[src/rtl/alu_op_sequencer.sv]
// Accumulator sequencer for the 8-bit combinational ALU. It takes one
// instruction at a time, applies the ALU op to the accumulator 1..2^REP_W
// times (or loads a constant), then presents the result on an output handshake.
//
// state | meaning
// IDLE  | waiting for an instruction, in_ready=1
// EXEC  | one ALU iteration per cycle, ACC <= alu_result
// DONE  | result and flags held, out_valid=1 until out_ready
module alu_op_sequencer #(
   parameter int unsigned REP_W     = 3,
   parameter logic [7:0]  ACC_RESET = 8'h00
) (
   input  logic             clk,
   input  logic             rst,
   input  logic             in_valid,
   output logic             in_ready,
   input  logic [3:0]       in_op,
   input  logic [7:0]       in_b,
   input  logic             in_load,
   input  logic [REP_W-1:0] in_rep,
   output logic [7:0]       alu_a,
   output logic [7:0]       alu_b,
   output logic [3:0]       alu_sel,
   input  logic [7:0]       alu_result,
   input  logic             alu_carry,
   input  logic             alu_zero,
   input  logic             alu_negative,
   output logic             out_valid,
   input  logic             out_ready,
   output logic [7:0]       out_acc,
   output logic             out_carry,
   output logic             out_zero,
   output logic             out_negative,
   output logic [7:0]       instr_count
);

   typedef enum logic [1:0] {
      IDLE = 2'd0,
      EXEC = 2'd1,
      DONE = 2'd2
   } state_t;

   state_t           state_q, state_d;
   logic [7:0]       acc_q, acc_d;
   logic [7:0]       b_q, b_d;
   logic [3:0]       op_q, op_d;
   logic [REP_W-1:0] iter_q, iter_d;
   logic             carry_acc_q, carry_acc_d;
   logic             carry_q, carry_d;
   logic             zero_q, zero_d;
   logic             negative_q, negative_d;
   logic [7:0]       count_q, count_d;

   // Only the add/sub/inc/dec group (ops 0..3) produces a meaningful carry.
   logic             op_uses_carry;
   assign op_uses_carry = (op_q[3:2] == 2'b00);

   // Register update with synchronous reset; a reset mid-instruction simply
   // drops it, so no result is ever presented for it.
   always_ff @(posedge clk) begin
      if (rst) begin
         state_q     <= IDLE;
         acc_q       <= ACC_RESET;
         b_q         <= '0;
         op_q        <= '0;
         iter_q      <= '0;
         carry_acc_q <= 1'b0;
         carry_q     <= 1'b0;
         zero_q      <= 1'b0;
         negative_q  <= 1'b0;
         count_q     <= '0;
      end else begin
         state_q     <= state_d;
         acc_q       <= acc_d;
         b_q         <= b_d;
         op_q        <= op_d;
         iter_q      <= iter_d;
         carry_acc_q <= carry_acc_d;
         carry_q     <= carry_d;
         zero_q      <= zero_d;
         negative_q  <= negative_d;
         count_q     <= count_d;
      end
   end

   // Next-state and datapath updates; everything holds unless a state acts.
   always_comb begin
      state_d     = state_q;
      acc_d       = acc_q;
      b_d         = b_q;
      op_d        = op_q;
      iter_d      = iter_q;
      carry_acc_d = carry_acc_q;
      carry_d     = carry_q;
      zero_d      = zero_q;
      negative_d  = negative_q;
      count_d     = count_q;

      unique case (state_q)
         IDLE: begin
            if (in_valid) begin
               if (in_load) begin
                  // Load bypasses the ALU; carry is deliberately left alone.
                  acc_d      = in_b;
                  zero_d     = (in_b == 8'h00);
                  negative_d = in_b[7];
                  state_d    = DONE;
               end else begin
                  op_d        = in_op;
                  b_d         = in_b;
                  iter_d      = in_rep;
                  carry_acc_d = 1'b0;
                  state_d     = EXEC;
               end
            end
         end
         EXEC: begin
            acc_d      = alu_result;
            zero_d     = alu_zero;
            negative_d = alu_negative;
            if (op_uses_carry) begin
               // Carry is sticky across the iterations of one instruction.
               carry_acc_d = carry_acc_q | alu_carry;
               carry_d     = carry_acc_q | alu_carry;
            end
            if (iter_q == '0) begin
               state_d = DONE;
            end else begin
               iter_d = iter_q - 1'b1;
            end
         end
         DONE: begin
            if (out_ready) begin
               count_d = count_q + 8'd1;
               state_d = IDLE;
            end
         end
         default: begin
            state_d = IDLE;
         end
      endcase
   end

   assign in_ready     = (state_q == IDLE);
   assign out_valid    = (state_q == DONE);
   assign alu_a        = acc_q;
   assign alu_b        = b_q;
   assign alu_sel      = op_q;
   assign out_acc      = acc_q;
   assign out_carry    = carry_q;
   assign out_zero     = zero_q;
   assign out_negative = negative_q;
   assign instr_count  = count_q;

endmodule

[config.mk]
export PLATFORM = sky130hd
export DESIGN_NAME = alu_op_sequencer
export DESIGN_NICKNAME = d
export VERILOG_FILES = /design/src/rtl/alu_op_sequencer.sv
export SDC_FILE = /design/constraint.sdc
export NUM_CORES = 1
export LEC_CHECK = 0
export BUFFER_PORTS_ARGS = -buffer_cell sky130_fd_sc_hd__buf_2
export CORE_ASPECT_RATIO = 1.1
export CORE_MARGIN = 2
export CORE_UTILIZATION = 25
export DETAILED_ROUTE_END_ITERATION = 10
export SYNTH_ARGS = -nofsm -noshare
export SYNTH_HDL_FRONTEND = slang
export SYNTH_SLANG_ARGS = --single-unit
export TNS_END_PERCENT = 20
[constraint.sdc]
create_clock -name clk -period 1.5 [get_ports clk]
set_clock_uncertainty 0.05 [all_clocks]
set_input_delay 0.075 -clock clk [delete_from_list [all_inputs] [get_ports clk]]
set_output_delay 0.075 -clock clk [all_outputs]
set_load 0.03 [all_outputs]
==> flow_summary.ini <==
[outcome]
outcome = finished clean

[yosys]
post_synth_main_area_contributors = sky130_fd_sc_hd__dfxtp_1, sky130_fd_sc_hd__nand2_1, sky130_fd_sc_hd__a21oi_1
yosysMostFrequentCell = sky130_fd_sc_hd__nand2_1
yosys_warnings = 0
yosys_most_used_dff = sky130_fd_sc_hd__dfxtp_1
synth.lib_cells_used.distinct = 39
number_of_synthesized_flops_with_an_enable_pin = 0
ys_seq_area_share_pct = 42.35
synth_area_um2 = 1749
ys_ff_latch = 37
synth_largest_area_cell = sky130_fd_sc_hd__dfxtp_1
avgSynthCellArea_um2 = 8.290
postSynth.asyncResetShare_pct = 0
syn-instance-count = 211
synth.top_cells.by_count = sky130_fd_sc_hd__nand2_1, sky130_fd_sc_hd__dfxtp_1, sky130_fd_sc_hd__a21oi_1
synth_nets = 245
synth_top_cell_area_share_pct = 42.35

[grt]
global_route_wire_length_before_repair_um = 7624
grt.overflow.total = 0
grt_antenna_before_repair = 0
first_global_vias = 1615
grtUsageTotal_pct = 12.19
grt_start_max_net_pins = 21

[sta]
timing.max_slew.rel_slack_pct = 73.29
drv_slew = 0
setup_repair_after_global_routing_missed_its_margin = false
report.final.hold_viol_count = 0
timing.hold.ws_ns = 0.007764
finalCritPeriodShare_pct = 96.02
worst_slack_ns = 0.05963
setup_viol_count_final = 0
tightest_slew_ns = 0.4007
maxClockFrequency_ghz = 0.6943
finalWorstPathRequiredPeriod_ns = 1.440

[clock_tree]
clock_path_buffers = 2
cts_tree = yes
path_clk_slew_ns = 0.07
cts_setup_buffers = 0
clk_latency_worst_skew_pair_ns = 0.29
clockRootBuffer = sky130_fd_sc_hd__clkbuf_8
cts_max_level = 2
clock_sink_count = 37
total_cts_buffers = 5

[route]
routed_wire_length_per_instance_um = 12.71
routed_wirelength_um = 4703
drtIter0Drc = 60
viasPerCell = 4.581
route.detailed.drc = 0
dr_total_vias = 1695
antenna_violating_nets_post_route = 0
drtPass1Iterations = 4

[setup_path]
critPathKind = flop to flop
worst_setup_path_start_kind = flop
critical_path_peak_fanout = 14
r2r.worst_path.cells = 3
critical_path.max_stage_delay_ns = 0.65
path_cells = or4b_4 -> a21oi_1 -> nor3_1
cp_slowest_cell = sky130_fd_sc_hd__or4b_4
endpoint_required_time_on_the_critical_path_ns = 1.61
critPathArrivalTime_ns = 1.55
worst_setup_path_end_kind = flop

[pwr]
pwr-share-comb_pct = 25.6
post-layout-total-power_mw = 2.422
p_leak_nw = 1.054
switching_share_pct = 32.15
pwr-share-seq_pct = 45.4
max-vdd-ir-drop_v = 0.0005017
clockPowerShare_pct = 29.0
power.internal_mw = 1.643
p_sw_mw = 0.7787
pwr_cell_area_nw_per_um2 = 1028

[cells_and_area]
layout-area-overhead-vs-synth_pct = 34.69
antenna_cells = 0
area_used_by_sequential_logic_in_the_layout_um2 = 747.0
post-route-cell-area_um2 = 2356
area_taken_by_multi_input_logic_gates_um2 = 868.3
layout_cells_sized_above_1_pct = 35.07
fillers = 737
design.final.nets = 322

[floorplan]
floorplan.die_area_um2 = 7683
core_area_um2 = 6671
fp.dieW_um = 83.76
initial_utilization_pct = 26.22
io_pins = 72
chip_height_um = 91.73
rows = 31

[hold_path]
holdCritPathClass = input port to flop
holdPathStages = 3

[flow_run]
timing.max_cap.violations = 0

[place]
placement.setup.worst_slack_ns = -0.01678
place_congestion = 0.7545
dp_hpwl_um = 3488
placement.cell_area_um2 = 2165
number_of_buffers_added_on_ports = 71
-- flip-flops by register name (all words and copies together), names as in the netlist --
name          flops
out_carry         1
iter_q            3
alu_sel           4
out_zero          1
alu_b             8
state_q           2
alu_a             8
instr_count       8
carry_acc_q       1
out_negative      1
-- layer usage --
metal	part of all wire, %	GRT usage, %	vias up
met5	0	0	-
met2	48	21.07	55
met3	6.4	3.510	4
li1	-	-	870
met1	45	14.97	766
met4	0.66	2.823	0
-- what timing repair did --
item / in CTS / in global routing
hold buffers: 9 / 0
gates resized for setup: 1 / 5
hold endpoints to repair: 9 / 0
setup endpoints to repair: 4 / 16
pin swaps: 1 / 1
-- final timing paths --
check | startpoint | endpoint | slack, ns
hold / removal | alu_result[3] | alu_a[3] | 0.008
setup / recovery | state_q[1] | carry_acc_q | 0.06
hold reg to reg | iter_q[1] | iter_q[1] | 0.40
setup reg to reg | state_q[1] | carry_acc_q | 0.06
-- power groups by stage --
stage	Clock (mW)	Sequential [mW]	Combinational [mW]
2_1_floorplan	0	1.22	0.347
3_3_place_gp	0	1.12	0.600
3_5_place_dp	0	1.12	0.603
4_1_cts	0.730	1.10	0.623
5_1_grt	0.771	1.11	0.671
6_report	0.701	1.10	0.621
-- layout by cell type (no fill, tap or decap), drive strengths merged --
cell type     n
a211o         1
a211oi        2
a21o          1
a21oi        25
a2bb2oi       1
a311oi        9
and2          1
and2b         1
and3b         1
and4bb        1
buf          81
clkbuf        7
dfxtp        37
dlygate4sd3   9
ha            3
inv           5
mux2i         3
nand2        45
nand2b        2
nand3         3
nand3b        1
nand4         2
nor2         24
nor2b         1
nor3          2
nor4          4
nor4b         1
o21ai         4
o221ai        1
or3           4
or4b          1
xnor2         3
xor2          2
-- area by class of cell --
type                       instances  area share (%)
tap                               82           4.355
inverter                           5          0.7966
multi-input combinational        149           36.86
clock buffer                       7           3.664
sequential                        37           31.70
timing repair buffer              90           22.62
-- per-stage QoR --
stage	TNS, ns	instances	utilization [%]
6_report	0	370	35.32
5_1_grt	0	370	35.32
4_1_cts	0	370	35.11
3_5_place_dp	-0.01678	354	32.45
3_3_place_gp	-0.005320	354	32.45
2_1_floorplan	0	211	-
-- cells by family (layout without fill, tap and decap cells) --
group / count (synthesis) / in the layout / share of synthesized area, %
flip-flops: 37 / 37 / 42.35
multiplexers: 3 / 3 / 1.717
adder cells (fa/ha/maj): 3 / 3 / 2.146
AO/OA/AOI/OAI: 44 / 44 / 16.02
AND/OR/NAND/NOR: 94 / 94 / 26.75
buffers and inverters: 25 / 102 / 8.511
XOR/XNOR: 5 / 5 / 2.504
-- critical path, delay by kind of cell (launching register included) --
family | cells | cell delay, ns
AND/OR/NAND/NOR | 2 | 0.71
AO/OA/AOI/OAI | 1 | 0.18
flip-flops | 1 | 0.38
Note: power is estimated with default switching activity, not from simulation.
